[config.mk]
export PLATFORM = sky130hd
export DESIGN_NAME = work_packet_tx
export DESIGN_NICKNAME = d
export VERILOG_FILES = /design/src/rtl/work_packet_tx.sv
export SDC_FILE = /design/constraint.sdc
export NUM_CORES = 1
export LEC_CHECK = 0
export BUFFER_PORTS_ARGS = -buffer_cell sky130_fd_sc_hd__buf_2
export CAP_MARGIN = 25
export CORE_MARGIN = 2
export CORE_UTILIZATION = 49
export DETAILED_ROUTE_END_ITERATION = 8
export PLACE_DENSITY = 0.79
export SETUP_SLACK_MARGIN = 0.02
export SYNTH_ARGS = -nofsm -noshare
export SYNTH_HDL_FRONTEND = slang
export SYNTH_SLANG_ARGS = --single-unit
[constraint.sdc]
create_clock -name comm_clk -period 24 [get_ports comm_clk]
set_input_delay 1.2 -clock comm_clk [delete_from_list [all_inputs] [get_ports comm_clk]]
set_output_delay 1.2 -clock comm_clk [all_outputs]
set_load 0.01 [all_outputs]
[src/rtl/work_packet_tx.sv]
// UART transmitter for the miner work packet: latches one 416-bit job and sends it
// as 52 back-to-back 8N1 frames, most significant byte of midstate first.
module work_packet_tx #(
  parameter int baud_rate    = 9600,
  parameter int sys_clk_freq = 12000000
) (
  input  logic         comm_clk,
  input  logic         reset,
  input  logic         start,
  input  logic [255:0] midstate,
  input  logic [95:0]  work_data,
  input  logic [31:0]  nonce_min,
  input  logic [31:0]  nonce_max,
  output logic         tx_serial,
  output logic         busy,
  output logic         done,
  output logic [5:0]   byte_index
);

  localparam int CLKS_PER_BIT = sys_clk_freq / baud_rate;
  localparam int CW = (CLKS_PER_BIT > 2) ? $clog2(CLKS_PER_BIT) : 1;
  localparam logic [CW-1:0] BAUD_LAST = CW'(CLKS_PER_BIT - 1);
  localparam logic [5:0] LAST_BYTE = 6'd51;

  localparam logic [1:0] IDLE  = 2'd0;
  localparam logic [1:0] START = 2'd1;
  localparam logic [1:0] DATA  = 2'd2;
  localparam logic [1:0] STOP  = 2'd3;

  generate
    if (CLKS_PER_BIT < 2) begin : g_bad_clks_per_bit
      $error("work_packet_tx: sys_clk_freq/baud_rate must be at least 2");
    end
  endgenerate

  logic [1:0]    state_reg;
  logic [CW-1:0] baud_reg;
  logic [2:0]    bit_reg;
  logic [415:0]  shift_reg;
  logic [7:0]    cur_byte;
  logic [2:0]    bit_next;
  logic          baud_last;

  // The byte on the line always sits in the top 8 bits of the shift register.
  assign cur_byte  = shift_reg[415:408];
  assign bit_next  = bit_reg + 3'd1;
  assign baud_last = (baud_reg == BAUD_LAST);

  always_ff @(posedge comm_clk) begin
    if (reset) begin
      state_reg  <= IDLE;
      baud_reg   <= '0;
      bit_reg    <= '0;
      tx_serial  <= 1'b1;
      busy       <= 1'b0;
      done       <= 1'b0;
      byte_index <= '0;
    end else begin
      done <= 1'b0;
      case (state_reg)
        IDLE: begin
          if (start) begin
            shift_reg <= {midstate, work_data, nonce_min, nonce_max};
            state_reg <= START;
            baud_reg  <= '0;
            tx_serial <= 1'b0;
            busy      <= 1'b1;
          end
        end
        START: begin
          if (baud_last) begin
            baud_reg  <= '0;
            bit_reg   <= '0;
            tx_serial <= cur_byte[0];
            state_reg <= DATA;
          end else begin
            baud_reg <= baud_reg + CW'(1);
          end
        end
        DATA: begin
          if (baud_last) begin
            baud_reg <= '0;
            if (bit_reg == 3'd7) begin
              tx_serial <= 1'b1;
              state_reg <= STOP;
            end else begin
              bit_reg   <= bit_next;
              tx_serial <= cur_byte[bit_next];
            end
          end else begin
            baud_reg <= baud_reg + CW'(1);
          end
        end
        STOP: begin
          if (baud_last) begin
            baud_reg <= '0;
            if (byte_index == LAST_BYTE) begin
              state_reg  <= IDLE;
              busy       <= 1'b0;
              done       <= 1'b1;
              byte_index <= '0;
              tx_serial  <= 1'b1;
            end else begin
              // Next start bit follows the stop bit directly, no idle gap.
              byte_index <= byte_index + 6'd1;
              shift_reg  <= {shift_reg[407:0], 8'h00};
              tx_serial  <= 1'b0;
              state_reg  <= START;
            end
          end else begin
            baud_reg <= baud_reg + CW'(1);
          end
        end
        default: state_reg <= IDLE;
      endcase
    end
  end

endmodule

==> flow_metrics.env <==
export IMPL_status="complete, no violations"
export IMPL_antenna_left=0
export IMPL_yosys_warnings=0
export IMPL_via_per_inst=5.17
export IMPL_clkPwrFrac_pct=33.8
export IMPL_grt_pass1_vias=11000
export IMPL_initial_core_util_pct=49.3
export IMPL_io_buffers=427
export IMPL_cp_end_kind="flop"
export IMPL_synth_most_common_cell="edfxtp_1"
export IMPL_cts_tree="built"
export IMPL_post_cts_resized=0
export IMPL_cts_made_buffers=46
export IMPL_p_leak_nw=8.28
export IMPL_rsz0062_at_grt="no"
export IMPL_cp_start_kind="flop"
export IMPL_cts_hold_buf=0
export IMPL_drive_gt1_share_pct=60.1
export IMPL_overflow=0
export IMPL_worstPathArrival_ns=4.75
export IMPL_postSynthCellCount=1064
export IMPL_drv_slew=0
export IMPL_crit_type="flop to flop"
export IMPL_cp_max_fo=83
export IMPL_grt_use_total_pct=19.7
export IMPL_area_growth_syn_to_layout_pct=21.7
export IMPL_dp_hpwl_mm=28.1
export IMPL_clock_sinks=441
export IMPL_dp_cells=1961
export IMPL_place_congestion=0.818
export IMPL_clock_tree_root_cell="clkbuf_16"
export IMPL_post_drt_wl_per_cell_um=19.7
export IMPL_switching_share_pct=23.9
export IMPL_num_rows=72
export IMPL_internal_power_mw=1.53
export IMPL_power_frac_comb_pct=14.5
export IMPL_crit_chain="ha_4 > buf_4 > buf_4 > buf_4 > mux2_2"
export IMPL_worst_slew_pin_slew_ns=1.23
export IMPL_drt_pass1_iter_count=7
export IMPL_grt_max_degree=195
export IMPL_fin_crit_ns=4.44
export IMPL_vdd_drop_max_mv=0.0801
export IMPL_die_h_um=201
export IMPL_crit_top_cell="buf_4"
export IMPL_setup_violations_final=0
export IMPL_ys_seq_area_share_pct=68.6
export IMPL_synth_top_area_share_pct=66.0
export IMPL_synth_seq_cells=441
export IMPL_synthTopCellsByArea="edfxtp_1 66%, mux2_2 24%, dfxtp_1 2.6%, buf_2 1.1%, ha_1 0.66%"
export IMPL_vias=10700
export IMPL_cp_top_family="buffers and inverters"
export IMPL_critPathRequiredTime_ns=24.31
export IMPL_skew_ns=0.0110
export IMPL_cap_violations=0
export IMPL_grt_antenna_before_repair=27
export IMPL_cts_setup_buffers=0
export IMPL_yosys_top_cells_count="416 x edfxtp_1, 408 x mux2_2, 42 x buf_2, 25 x dfxtp_1, 19 x nand2_1"
export IMPL_finalWirelength_mm=40.6
export IMPL_die_area_sq_mm=0.0402
export IMPL_fillers=2916
export IMPL_cpPeakStageDelay_ns=0.87
export IMPL_synth_edf_count=416
export IMPL_cpMaxStageDelayCell="buf_4"
export IMPL_path_buf_inv=3
export IMPL_clock_path_buffers=3
export IMPL_p_sw_uw=481
export IMPL_clk_pin_slew_ns=0.06
export IMPL_syn_area_sq_mm=0.0189
export IMPL_synth_ff_type="edfxtp_1"
export IMPL_pwr_share_seq_pct=51.8
export IMPL_hold_path_class="flop to flop"
export IMPL_drc=0
export IMPL_stdcell_count=2062
export IMPL_drt_iter0_drc=714
export IMPL_synth_area_leader_cell="edfxtp_1"
export IMPL_hold_viol_final=0
export IMPL_power_density_mw_per_mm2=87.3
export IMPL_fmax_mhz=225
export IMPL_core_sq_mm=0.0384
export IMPL_nets=1921
export IMPL_ys_async_sr_fraction_pct=0
export IMPL_tns_ns=0
export IMPL_pin_count=428
export IMPL_ys_types=56
export IMPL_max_slew_margin_pct=18.0
export IMPL_clk_latency_ns=0.57
export IMPL_syn_num_nets=1493
export IMPL_htreeDepth=2
export IMPL_largest_register_ffs=416
export IMPL_synth_avg_cell_area_sq_um=17.8
export IMPL_die_w_um=201
export IMPL_post_route_period_util_pct=18.5
export IMPL_grt_pass1_wl_mm=61.2
layout by cell type (no fill, tap or decap), types with 4 or more instances in the layout:
cell type and instances:
mux2i_1 5, nand2_1 19, o21ai_0 7, dfxtp_1 25, edfxtp_1 416, clkinv_2 7
clkbuf_1 11, a31oi_1 5, nor3_1 9, ha_1 9, diode_2 16, clkinv_1 11
mux2_2 408, nand4_1 5, buf_4 8, clkbuf_16 46, nor2b_1 11, nor2_1 11
inv_1 4, o31ai_1 5, nand3_1 7, buf_2 427, a21oi_1 13
path summary, 6_finish.rpt:
path | start | endpoint | slack [ns] | cells after the start
max | state_reg[1]$_SDFFE_PP0P_ | shift_reg[271]$_DFFE_PP_ | 19.56 | 5
min | bit_reg[1]$_SDFFE_PP0P_ | bit_reg[1]$_SDFFE_PP0P_ | 0.47 | 2
max reg2reg | state_reg[1]$_SDFFE_PP0P_ | shift_reg[271]$_DFFE_PP_ | 19.56 | 5
min reg2reg | bit_reg[1]$_SDFFE_PP0P_ | bit_reg[1]$_SDFFE_PP0P_ | 0.47 | 2
power by group through the flow:
stage	sequential (mW)	clock, mW	combinational [mW]
2_1_floorplan	1.15	0	0.208
3_3_place_gp	1.05	0	0.282
3_5_place_dp	1.06	0	0.289
4_1_cts	1.04	0.694	0.291
5_1_grt	1.05	0.721	0.319
6_report	1.04	0.678	0.291
final cells by class:
cell class	instances	area, sq um	area share [%]
sequential	441	13000	56.4
multi-input combinational	562	5670	24.6
timing repair buffer	437	2240	9.74
clock buffer	58	1210	5.24
tap	518	648	2.81
clock inverter	26	216	0.940
antenna	16	40.0	0.174
inverter	4	15.0	0.0652
per-stage QoR:
step | util, % | setup slack [ns] | hold WS [ns] | area (sq um) | total power [mW]
floorplan | - | 1.16 | 0.436 | 18900 | 1.36
global placement | 56.1 | 19.30 | 0.453 | 21500 | 1.33
detailed placement | 56.1 | 19.28 | 0.454 | 21500 | 1.34
CTS | 59.8 | 19.43 | 0.463 | 23000 | 2.03
global route | 60.0 | 19.24 | 0.497 | 23000 | 2.09
finish | 60.0 | 19.56 | 0.473 | 23000 | 2.01
cell families (layout without fill, tap and decap cells):
kind of cell               after synthesis  count (layout)  synth area share [%]
DFF                                    441             441                  68.6
muxes                                  413             413                  24.5
and+or+nand+nor                         88              88                  2.79
buffers and inverters                   61             525                  1.55
AOI/OAI and AO/OA                       49              49                  1.76
adders and majority gates               10              10                 0.661
xor gates and xnor gates                 2               2                0.0925
other                                    0              16                     0
layer usage:
layer / wire [um] / global-route usage (%) / vias to the layer above
met5: 149 / 0 / -
met4: 871 / 6.83 / 22
met3: 3820 / 7.53 / 82
met2: 19800 / 32.4 / 372
met1: 15900 / 23.9 / 5119
li1: - / - / 5065
worst min-delay path, stage by stage (launching register included):
cell,delay (ns)
dfxtp_1,0.31
nand2_1,0.06
a21oi_1,0.06
Note: power is estimated with default switching activity, not from simulation.
